===== config.mk =====
export PLATFORM = sky130hd
export DESIGN_NAME = guess_evaluator
export DESIGN_NICKNAME = d
export VERILOG_FILES = /design/src/rtl/number_guess_pkg.sv /design/src/rtl/bcd_compare3.sv /design/src/rtl/guess_evaluator.sv
export SDC_FILE = /design/constraint.sdc
export NUM_CORES = 1
export LEC_CHECK = 0
export CAP_MARGIN = 20
export CORE_MARGIN = 2
export CORE_UTILIZATION = 51
export DETAILED_ROUTE_END_ITERATION = 10
export PLACE_DENSITY = 0.8
export SLEW_MARGIN = 20
export SYNTH_ARGS = -nofsm -noshare
export SYNTH_HDL_FRONTEND = slang
export SYNTH_SLANG_ARGS = --single-unit

===== constraint.sdc =====
create_clock -name Clk -period 3 [get_ports Clk]
set_clock_uncertainty 0.05 [all_clocks]
set_input_delay 0.9 -clock Clk [delete_from_list [all_inputs] [get_ports Clk]]
set_output_delay 0.9 -clock Clk [all_outputs]
set_load 0.02 [all_outputs]

===== src/rtl/number_guess_pkg.sv =====
// Shared types for the number-guess player side: hint encoding, FSM states, defaults.
package number_guess_pkg;

    typedef enum logic [1:0] {
        HINT_NONE    = 2'b00,
        HINT_LOW     = 2'b01,
        HINT_HIGH    = 2'b10,
        HINT_CORRECT = 2'b11
    } hint_t;

    typedef enum logic [2:0] {
        ST_ENTRY,
        ST_CHECK,
        ST_SHOW,
        ST_NEXT,
        ST_DONE
    } ge_state_t;

    localparam int NUM_ROUNDS_DEFAULT = 3;

    // A digit count of 0 makes no sense for entry, so it behaves as 1.
    function automatic logic [1:0] eff_digits(input logic [1:0] m);
        return (m == 2'd0) ? 2'd1 : m;
    endfunction

endpackage


===== src/rtl/bcd_compare3.sv =====
// Three-digit BCD magnitude compare of a guess against a target, hundreds digit first.
module bcd_compare3
    import number_guess_pkg::*;
(
    input  logic [3:0] g3_i,
    input  logic [3:0] g2_i,
    input  logic [3:0] g1_i,
    input  logic [3:0] t3_i,
    input  logic [3:0] t2_i,
    input  logic [3:0] t1_i,
    output hint_t      hint_o
);
    logic [11:0] g_w;
    logic [11:0] t_w;

    // Concatenated nibbles order exactly like a hundreds-first digit compare.
    assign g_w = {g3_i, g2_i, g1_i};
    assign t_w = {t3_i, t2_i, t1_i};

    always_comb begin
        hint_o = HINT_CORRECT;
        if (g_w < t_w)      hint_o = HINT_LOW;
        else if (g_w > t_w) hint_o = HINT_HIGH;
    end

endmodule


===== src/rtl/guess_evaluator.sv =====
// Player-side guess FSM: assembles keypad digits, grades submits against the round's
// target, counts attempts, advances rounds and keeps score until game over.
module guess_evaluator
    import number_guess_pkg::*;
#(
    parameter int NUM_ROUNDS   = NUM_ROUNDS_DEFAULT,
    parameter int MAX_ATTEMPTS = 7,
    parameter int HOLD_CYCLES  = 50
) (
    input  logic       Clk,
    input  logic       Reset,
    input  logic [1:0] Max_digit,
    input  logic       digit_valid,
    input  logic [3:0] digit_in,
    input  logic       submit,
    input  logic       new_game,
    input  logic [3:0] target_digit_1,
    input  logic [3:0] target_digit_2,
    input  logic [3:0] target_digit_3,
    output logic [2:0] round,
    output logic [3:0] guess_digit_1,
    output logic [3:0] guess_digit_2,
    output logic [3:0] guess_digit_3,
    output logic [1:0] hint,
    output logic [2:0] attempts,
    output logic [1:0] score,
    output logic       game_over
);
    localparam int              HW        = $clog2(HOLD_CYCLES + 1);
    localparam logic [2:0]      ATT_MAX   = 3'(MAX_ATTEMPTS);
    localparam logic [2:0]      RND_LAST  = 3'(NUM_ROUNDS);
    localparam logic [HW-1:0]   HOLD_LAST = HW'(HOLD_CYCLES - 1);

    ge_state_t     state_q;
    logic [2:0]    round_q;
    logic [3:0]    g1_q, g2_q, g3_q;
    logic [1:0]    cnt_q;
    logic [1:0]    maxd_q;
    hint_t         hint_q;
    logic [2:0]    att_q;
    logic [1:0]    score_q;
    logic          over_q;
    logic [HW-1:0] hold_q;
    hint_t         cmp_hint;

    bcd_compare3 u_cmp (
        .g3_i   (g3_q),
        .g2_i   (g2_q),
        .g1_i   (g1_q),
        .t3_i   (target_digit_3),
        .t2_i   (target_digit_2),
        .t1_i   (target_digit_1),
        .hint_o (cmp_hint)
    );

    always_ff @(posedge Clk) begin
        if (Reset) begin
            state_q <= ST_ENTRY;
            round_q <= 3'd1;
            {g3_q, g2_q, g1_q} <= '0;
            cnt_q   <= '0;
            maxd_q  <= eff_digits(Max_digit);
            hint_q  <= HINT_NONE;
            att_q   <= '0;
            score_q <= '0;
            over_q  <= 1'b0;
            hold_q  <= '0;
        end else begin
            case (state_q)
                ST_ENTRY: begin
                    // A digit strobe always wins over a simultaneous submit.
                    if (digit_valid) begin
                        if (digit_in <= 4'd9 && cnt_q < maxd_q) begin
                            {g3_q, g2_q, g1_q} <= {g2_q, g1_q, digit_in};
                            cnt_q <= cnt_q + 2'd1;
                        end
                    end else if (submit && cnt_q != 2'd0) begin
                        state_q <= ST_CHECK;
                    end
                end
                ST_CHECK: begin
                    hint_q  <= cmp_hint;
                    if (att_q != ATT_MAX) att_q <= att_q + 3'd1;
                    hold_q  <= '0;
                    state_q <= ST_SHOW;
                end
                ST_SHOW: begin
                    if (hint_q != HINT_CORRECT && att_q != ATT_MAX) begin
                        {g3_q, g2_q, g1_q} <= '0;
                        cnt_q   <= '0;
                        state_q <= ST_ENTRY;
                    end else if (hold_q == HOLD_LAST) begin
                        if (hint_q == HINT_CORRECT && score_q != 2'd3) score_q <= score_q + 2'd1;
                        state_q <= ST_NEXT;
                    end else begin
                        hold_q <= hold_q + 1'b1;
                    end
                end
                ST_NEXT: begin
                    if (round_q == RND_LAST) begin
                        over_q  <= 1'b1;
                        state_q <= ST_DONE;
                    end else begin
                        round_q <= round_q + 3'd1;
                        maxd_q  <= eff_digits(Max_digit);
                        {g3_q, g2_q, g1_q} <= '0;
                        cnt_q   <= '0;
                        att_q   <= '0;
                        hint_q  <= HINT_NONE;
                        state_q <= ST_ENTRY;
                    end
                end
                ST_DONE: begin
                    if (new_game) begin
                        round_q <= 3'd1;
                        score_q <= '0;
                        att_q   <= '0;
                        hint_q  <= HINT_NONE;
                        {g3_q, g2_q, g1_q} <= '0;
                        cnt_q   <= '0;
                        maxd_q  <= eff_digits(Max_digit);
                        over_q  <= 1'b0;
                        state_q <= ST_ENTRY;
                    end
                end
                default: state_q <= ST_ENTRY;
            endcase
        end
    end

    assign round         = round_q;
    assign guess_digit_1 = g1_q;
    assign guess_digit_2 = g2_q;
    assign guess_digit_3 = g3_q;
    assign hint          = hint_q;
    assign attempts      = att_q;
    assign score         = score_q;
    assign game_over     = over_q;

endmodule


After elaboration in Yosys (flattened, before gate mapping). Index checks and enable logic that the tools add are counted.

Logic and storage cells: 118. Output and inout bits: 23. RAM bits: 0. Register bits: 36. Bits of input ports: 23. Memory bits (read-only): 0. Bits in latches: 0. Memories kept: 0.

Shift operators: 0. Multipliers: 0. Bitwise logic cells: 0. Add/subtract/negate cells: 5. Magnitude comparators: 4. Equality and inequality tests: 26. Mux-type cells: 49. Div/mod/pow operators: 0. Reductions and logical operators: 22.

Operators with widths (count): 4-bit one-hot mux with 4 select lines (3); 4-bit two-way mux (9); 3-bit two-way mux (10); 2-bit != test (second input constant) (15); 2-bit two-way mux (13); 3-bit one-hot mux with 5 select lines (1); 3-bit AND reduction (5); 12-bit > comparator (1); 12-bit less-than comparator (1); 6-bit two-way mux (2); 3-bit != test (second input constant) (4); 6-bit one-hot mux with 2 select lines (1); 3-bit by 2-bit equality test with 1-bit output (second input constant) (3); 3-bit one-hot mux with 3 select lines (1); 2-bit one-hot mux with 2 select lines (2); 2-bit one-hot mux with 4 select lines (1); 4-bit AND reduction (2); 2-bit nonzero test (4); 3-bit by 1-bit adder with 3-bit output (second input constant) (2); 6-bit by 1-bit adder with 6-bit output (second input constant) (1); 6-bit equality test (second input constant) (1); 2-bit one-hot mux with 3 select lines (1); 3-bit one-hot mux with 2 select lines (1); 6-bit AND reduction (1); other kinds (14) (21).

Longest topological paths before layout.
Depth after elaboration: 6. Gate-level depth with buffers: 8. Gate-level depth less buffers: 7.

Hierarchy. Synthesis repeated with hierarchy kept, for this count alone.

Cells, all modules: 251. Area, all modules: 2275.9 um^2.

Modules (own cells, without submodules): guess_evaluator (area an instance 1961.9 um^2, seq. area each 740.7 um^2, cells an instance 209, times used 1); bcd_compare3 (area an instance 314.1 um^2, seq. area each 0.0 um^2, cells an instance 42, times used 1).

Least setup slack after synthesis. No wires, ideal clock.

Path type: input port to flip-flop. From: input port digit_in[2]. To: register g1_q[3] (netlist: guess_digit_1[3]). Cell stages on the path: 6. Required time: 2.829 ns. Buffers on the path: 1. Data arrival time: 2.283 ns. Slack: 0.546 ns. Setup time: 0.121 ns. Cell sequence: o21a_1 > a2111oi_4 > o221ai_2 > nor2_4 > buf_4 > mux2_2.

Longest elaborated chain between the ends: 4.

RTL lines: from (decl) (RTL line guess_evaluator.sv:14) `input logic [3:0] digit_in,`; 4-bit <= comparator (RTL line guess_evaluator.sv:73) `if (digit_in <= 4'd9 && cnt_q < maxd_q) begin`; 1-bit logical AND (RTL line guess_evaluator.sv:73); 2-bit != test (no source line); 6-bit AND reduction (no source line); to (signal assigned) (RTL line guess_evaluator.sv:74) `{g3_q, g2_q, g1_q} <= {g2_q, g1_q, digit_in};`; to (decl) (RTL line guess_evaluator.sv:36) `logic [3:0] g1_q, g2_q, g3_q;`.

Every way passes these cells. A chain may end at the register's enable or synchronous reset.

Worst setup path in the final report.
From: input port target_digit_3[3]. To: register hint_q[0] (netlist: hint[0]).

Longest elaborated chain between the ends: 4. Elaborated cells on any way between the ends: 5. Classes of those cells: 2 x order compare; 3 x mux.

RTL lines: from (decl) (RTL line guess_evaluator.sv:19) `input logic [3:0] target_digit_3,`; 12-bit > comparator (RTL line bcd_compare3.sv:23) `else if (g_w > t_w) hint_o = HINT_HIGH;`; 1-bit two-way mux (RTL line bcd_compare3.sv:23); 2-bit two-way mux * (RTL line bcd_compare3.sv:22) `if (g_w < t_w) hint_o = HINT_LOW;`; 2-bit one-hot mux with 3 select lines * (RTL line guess_evaluator.sv:69) `case (state_q)`; to (signal assigned) (RTL line guess_evaluator.sv:82) `hint_q <= cmp_hint;`; to (decl) (RTL line guess_evaluator.sv:39) `hint_t hint_q;`.

Mark *: on every way between the ends. The rest lies on a longest branch, timed or not.

==> flow_summary.yaml <==
clocking:
  numCtsBuffers: 5
  cts_buffer_depth: 2
  ctsHoldBuffers: 0
  post_cts_buffers: 0
  clk_pin_slew_ns: 0.07
  cts_tree: "built"
  insertion_delay_ns: 0.28
  cts_resized: 0
  cts_sinks: 36
  h-tree-depth: 2
  cts-root-buf: "clkbuf_8"
timing:
  rsz0062_at_grt: "false"
  final-hold-violation-count: 0
  min_period_over_period_pct: 88.9
  min_period_ns: 2.67
  worst_slew_pin_slew_ns: 0.614
  slew_headroom_pct: 58.8
  maxSlewViolCount: 0
  fin_tns_setup_ns: 0
  setup_viol: 0
  fmax_mhz: 375
route:
  wl_per_cell_microns: 13.3
  drc: 0
  ant_nets: 0
  first_pass_iters: 4
  vias: 1873
  drt_wl_total_microns: 4550
  drt_iter0_drc: 109
  viasPerCell: 5.48
min_path:
  min_from: "round[1]"
  min_to: "round[1]"
  hold_class: "reg -> reg"
  hold_depth: 2
setup_path:
  arrival_ns: 2.85
  ff2ff_setup_slack_ns: 0.82
  worstSetupStartpointType: "input port"
  crit_slowest_cell: "or4_1"
  cp_max_fo: 2
  required_ns: 3.18
  crit_path_end_kind: "flip-flop"
  rr_startpoint: "round[0]"
  rr_worst_depth: 7
  worstReg2RegEnd: "hint[0]"
  cp_top_family: "simple AND/OR/NAND/NOR gates"
  critPathMaxStageDelay_ns: 0.47
  crit_chain: "clkdlybuf4s50_1 -> inv_1 -> ha_1 -> nand4_1 -> or2_2 -> or4_1 -> o21ai_0 -> a21o_1"
  worst-path-buf-inv: 2
  crit_type: "in -> reg"
logic_synthesis:
  synth_edf_count: 2
  yosysMostFrequentCell: "dfxtp_1"
  synth-async-reset-ratio_pct: 0
  synthCells: 245
  synth_top_area_cell: "dfxtp_1"
  synth_top_family_by_area: "simple AND/OR/NAND/NOR gates"
  netlist_area_sq_um: 2160
  synth.area.mux_share_pct: 6.42
  postSynthAreaPerCell_sq_um: 8.83
  synthXorXnorAreaFrac_pct: 1.62
  synthTopCellsByCount: "dfxtp_1 (34), ha_1 (21), inv_1 (21)"
  ys_top_cells_by_area: "dfxtp_1 (31%), ha_1 (12%), a21oi_1 (4.6%)"
  synth_compound_area_share_pct: 15.2
  yosysUniqueCellTypes: 50
  ys.flop_type: "dfxtp_1"
  synth_nets: 289
  synth_seq_cells: 36
  yosysTopAreaCellShare_pct: 31.5
  synth_simple_gate_area_share_pct: 24.6
  ys_warn_count: 0
  synth_fa_ha_area_share_pct: 12.1
  seq_area_frac_synth_pct: 34.2
power_and_ir_drop:
  power.total_uw: 1020
  power.leakage_uw: 0.00108
  power.density_nw_per_um2: 372
  ir_drop_mv: 0.246
global_route:
  antenna_found_initial: 0
  grt_pass1_vias: 1818
  grt_start_max_net_pins: 16
  grt_pass1_wl_microns: 8040
  track_usage_pct: 20.0
  overflow: 0
floorplan:
  fp.dieArea_sq_um: 4780
  die_h_microns: 69.1
  ios: 46
  rows: 23
  core-area_sq_um: 4030
  die_width_microns: 69.1
  start_util_pct: 53.7
layout:
  final_nets: 335
  syn_to_final_growth_pct: 27.1
  final_cells: 342
  diodes: 0
  drive_gt1_share_pct: 10.3
placed_design:
  port_buffers: 45
  place.gp.congestion: 0.828
  dp_hpwl_microns: 3520
  numPlacedInstances: 334
run:
  maxCapViolCount: 0
run_status:
  status: "finished clean"
state kept, by name (all words and copies together), names as in the netlist, 3 cells and up:
signal and cells:
attempts 3, guess_digit_1 4, guess_digit_2 4, guess_digit_3 4
hold_q 6, round 3, state_q 3
through the flow:
stage / area, sq um / hold WS (ns) / worst slack (ns) / utilization, %
4_1_cts: 2750 / 0.432 / 0.347 / 68.2
6_report: 2750 / 0.428 / 0.332 / 68.2
3_5_place_dp: 2660 / 0.422 / 0.0594 / 66.0
3_3_place_gp: 2660 / 0.413 / 0.0417 / 66.0
2_1_floorplan: 2160 / 0.416 / 0.546 / -
5_1_grt: 2750 / 0.451 / 0.236 / 68.2
placed cells by master, fill, tap and decap left out, types with 5 or more instances in the layout:
master / count
or4_1: 5
clkdlybuf4s50_1: 45
nand2_1: 19
mux2i_1: 6
o21ai_0: 7
dfxtp_1: 34
clkbuf_8: 6
nor3b_1: 6
ha_1: 21
nand2b_1: 11
mux2_2: 7
a21oi_1: 20
inv_1: 21
nand3_1: 6
nor2_1: 17
routing by layer:
| metal | part of all wire [%] | global-route usage (%) | up-vias |
|---|---|---|---|
| li1 | - | - | 954 |
| met1 | 49 | 26.8 | 868 |
| met2 | 44 | 32.5 | 40 |
| met3 | 5.3 | 5.56 | 11 |
| met4 | 1.2 | 3.70 | 0 |
| met5 | 0 | 0 | - |
logic make-up (layout without fill, tap and decap cells):
group | count (synthesis) | after routing
fa+ha+maj | 21 | 21
buf+inv | 31 | 78
xor+xnor | 4 | 4
simple gates | 92 | 92
mux | 13 | 13
compound gates | 48 | 48
flops | 36 | 36
final cells by class:
class                      instances  area (sq um)
tap                               50          62.6
timing repair buffer              49           480
sequential                        36           741
clock buffer                       8          90.1
fill                             341          1280
multi-input combinational        178          1300
inverter                          21          78.8
how the worst max path moves through the flow:
stage | start | end | depth (start not counted) | slack [ns]
6_report | target_digit_3[3] | hint[0] | 8 | 0.33
5_1_grt | target_digit_3[2] | hint[1] | 8 | 0.24
4_1_cts | target_digit_3[3] | hint[0] | 8 | 0.35
3_5_place_dp | target_digit_3[3] | hint[0] | 8 | 0.06
3_3_place_gp | target_digit_3[3] | hint[0] | 8 | 0.04
2_1_floorplan | digit_in[2] | guess_digit_1[3] | 6 | 0.55
where the power goes:
group | leakage [uW] | switching (uW) | internal (uW)
logic | 0.000737 | 75.6 | 88.0
clock network | 0.0000455 | 166 | 187
registers | 0.000294 | 11.5 | 496
tightest hold or removal path, delay by kind of cell, from the launching register on:
kind,cells,cell delay (ns)
DFF,1,0.33
and+or+nand+nor,1,0.06
AOI/OAI and AO/OA,1,0.05
(Power assumes the default switching activity.)
==> RTL edit, RTL diff (same settings) <==
Change the parameter `HOLD_CYCLES` from 50 to 100.
--- a/src/rtl/guess_evaluator.sv
+++ b/src/rtl/guess_evaluator.sv
@@ -7,3 +7,3 @@
     parameter int MAX_ATTEMPTS = 7,
-    parameter int HOLD_CYCLES  = 50
+    parameter int HOLD_CYCLES  = 100
 ) (
Formal check against the unedited RTL: same outputs for any inputs over 4 cycles, from zero or initial values and one cycle with Reset high; that may be too few to reach the edited logic, so the function may still have changed.
==> RTL edit against the unedited design <==
  * Critical path depth unchanged
  * Routed wire length increased by 6.3%
  * Worst setup slack got worse by 0.067 ns
  * Area after synthesis decreased by 0.29%
  * Register-to-register slack improved by 0.05 ns
  * Via count increased by 6.4%
  * Final area decreased by 0.59%
  * Sequential cell count increased by 1
  * Hold slack improved by 0.0050 ns
  * Final cell count increased by 1.8%
  * Sequential share of layout area increased by 0.89 points
  * Critical endpoint unchanged
Power is not compared: it rests on default switching activity, and its combinational part moved more than twofold at a synthesized area within 25%.
==> RTL edit: results (changes against the unedited design) <==
metric;value;unit;change
initial DRC count;95;;was 109
pin count of the biggest net entering global routing;19;;was 16
FF-to-FF setup slack;0.87;ns;was 0.82 ns
Clock transition at path regs;0.07;ns;about the same
TritonRoute pass-1 iters;4;;unchanged
P_leak;1.073;nW;
Adder-Cell Fraction of Synth Area;11.60;%;was 12.15%
Final nets;340;;was 335
Syn. warnings;0;;unchanged
GRT Total Usage;21.56;%;was 20.01%
Worst VDD drop;0.2640;mV;
Largest register FFs;7;;was 6
largest cells by area after synthesis;dfxtp_1, ha_1, a21oi_1;;unchanged
largest buffer count on any clock path;2;;unchanged
multiplexer share of the synthesized area;2.494;%;was 6.420%
Hold WS;0.4332;ns;was 0.4282 ns
DP HPWL;3649;µm;was 3523 µm
drt wl/cell;13.89;µm;was 13.30 µm
Resize count post-CTS;0;;unchanged
P_int;0.8687;mW;
post-synthesis async set-or-reset flop share;0;%;unchanged
post-synthesis sequential area ratio;35.27;%;was 34.24%
Crit Path Max Fanout;2;;unchanged
Filler cells;332;;was 341
Post-CTS Setup Repair Bufs;0;;unchanged
Vias;1992;;was 1873
layout cells sized above 1;8.389;%;was 10.27%
worst-margin pin slew;0.6324;ns;was 0.6136 ns
Synth Area in Compound Gates;19.84;%;was 15.15%
diodes inserted;0;;unchanged
number of enable flip-flop cells after synthesis;2;;unchanged
TritonCTS Buffers;5;;unchanged
Critical-path top delay cell;clkdlybuf4s50_1;;was or4_1
status;completed;;unchanged
Top reg by flops;hold_q;;unchanged
synth unique cells;54;;was 50
HP Class;reg -> reg;;unchanged
crit path DAT;2.92;ns;was 2.85 ns
initial antenna violation count;0;;unchanged
final RePlAce weighted congestion;0.8023;;was 0.8276
Synth Area in XOR/XNOR;2.030;%;was 1.619%
Worst-Skew Late Latency;0.30;ns;was 0.28 ns
Root Driver;clkbuf_8;;unchanged
first-pass GRT wire length;8473;µm;was 8038 µm
Syn Nets;295;;was 289
vias in the first global route;1862;;was 1818
I/O Buffers;45;;unchanged
width of the die;69.04;µm;was 69.13 µm
synth cell count leaders;dfxtp_1, a21oi_1, nor2_1;;was dfxtp_1, ha_1, inv_1
Slowest Stage Delay on Critical Path;0.46;ns;
-- RTL edit: cell count changes after synthesis, sizes merged, moves of 4 or more --
cell,before,now
a21oi,20,30
nand4,4,16
nor3b,7,1
mux2,7,1
o21ai,8,20
nand2,19,14
nor2,18,23
xor2,0,4
or4,5,0
-- RTL edit: critical path: cells and delay by family --
kind | cells | cell delay (ns)
buf+inv | 2 | 0.50
fa+ha+maj | 1 | 0.29
compound gates | 5 | 1.23
-- RTL edit: cells by family after synthesis --
logic type / after synthesis
AOI/OAI and AO/OA: 68
xor gates and xnor gates: 5
adders and majority gates: 20
buffers and inverters: 32
DFF: 37
muxes: 4
and+or+nand+nor: 86
-- RTL edit: power groups by stage --
stage | Sequential [mW] | Combinational, mW | Clock (mW)
after floorplan | 0.589 | 0.195 | 0
after global placement | 0.574 | 0.323 | 0
after detailed placement | 0.575 | 0.332 | 0
after CTS | 0.564 | 0.334 | 0.364
after global routing | 0.570 | 0.372 | 0.388
final | 0.564 | 0.336 | 0.358
-- RTL edit: metrics by stage --
stage,instances,setup WS (ns),TNS [ns],area (µm²),power (mW)
finish,348,0.2648,0,2733,1.258
global route,348,0.2100,0,2733,1.330
CTS,348,0.2640,0,2733,1.262
detailed placement,340,-0.02951,-0.03824,2643,0.9073
global placement,340,0.02944,0,2643,0.8968
floorplan,252,0.5582,0,2157,0.7836
-- RTL edit: routing by layer --
layer	GRT usage, %	vias to the layer above	wire length (µm)
li1	-	997	-
met1	27.07	916	2244
met2	35.68	72	2210
met3	5.556	7	302
met4	7.625	0	75
met5	0	-	0
-- RTL edit: path summary, 6_finish.rpt --
check / startpoint / to / cells after the start
worst max register to register: attempts[0] / cnt_q[0] / 7
worst min-delay path: round[1] / round[1] / 2
worst max-delay path: target_digit_1[2] / hint[0] / 8
worst min register to register: round[1] / round[1] / 2
-- RTL edit: final cells by class --
class,instances,area share (%)
timing repair buffer,50,17.86
tap,50,2.289
clock buffer,8,3.297
multi-input combinational,183,45.97
sequential,37,27.84
inverter,20,2.747
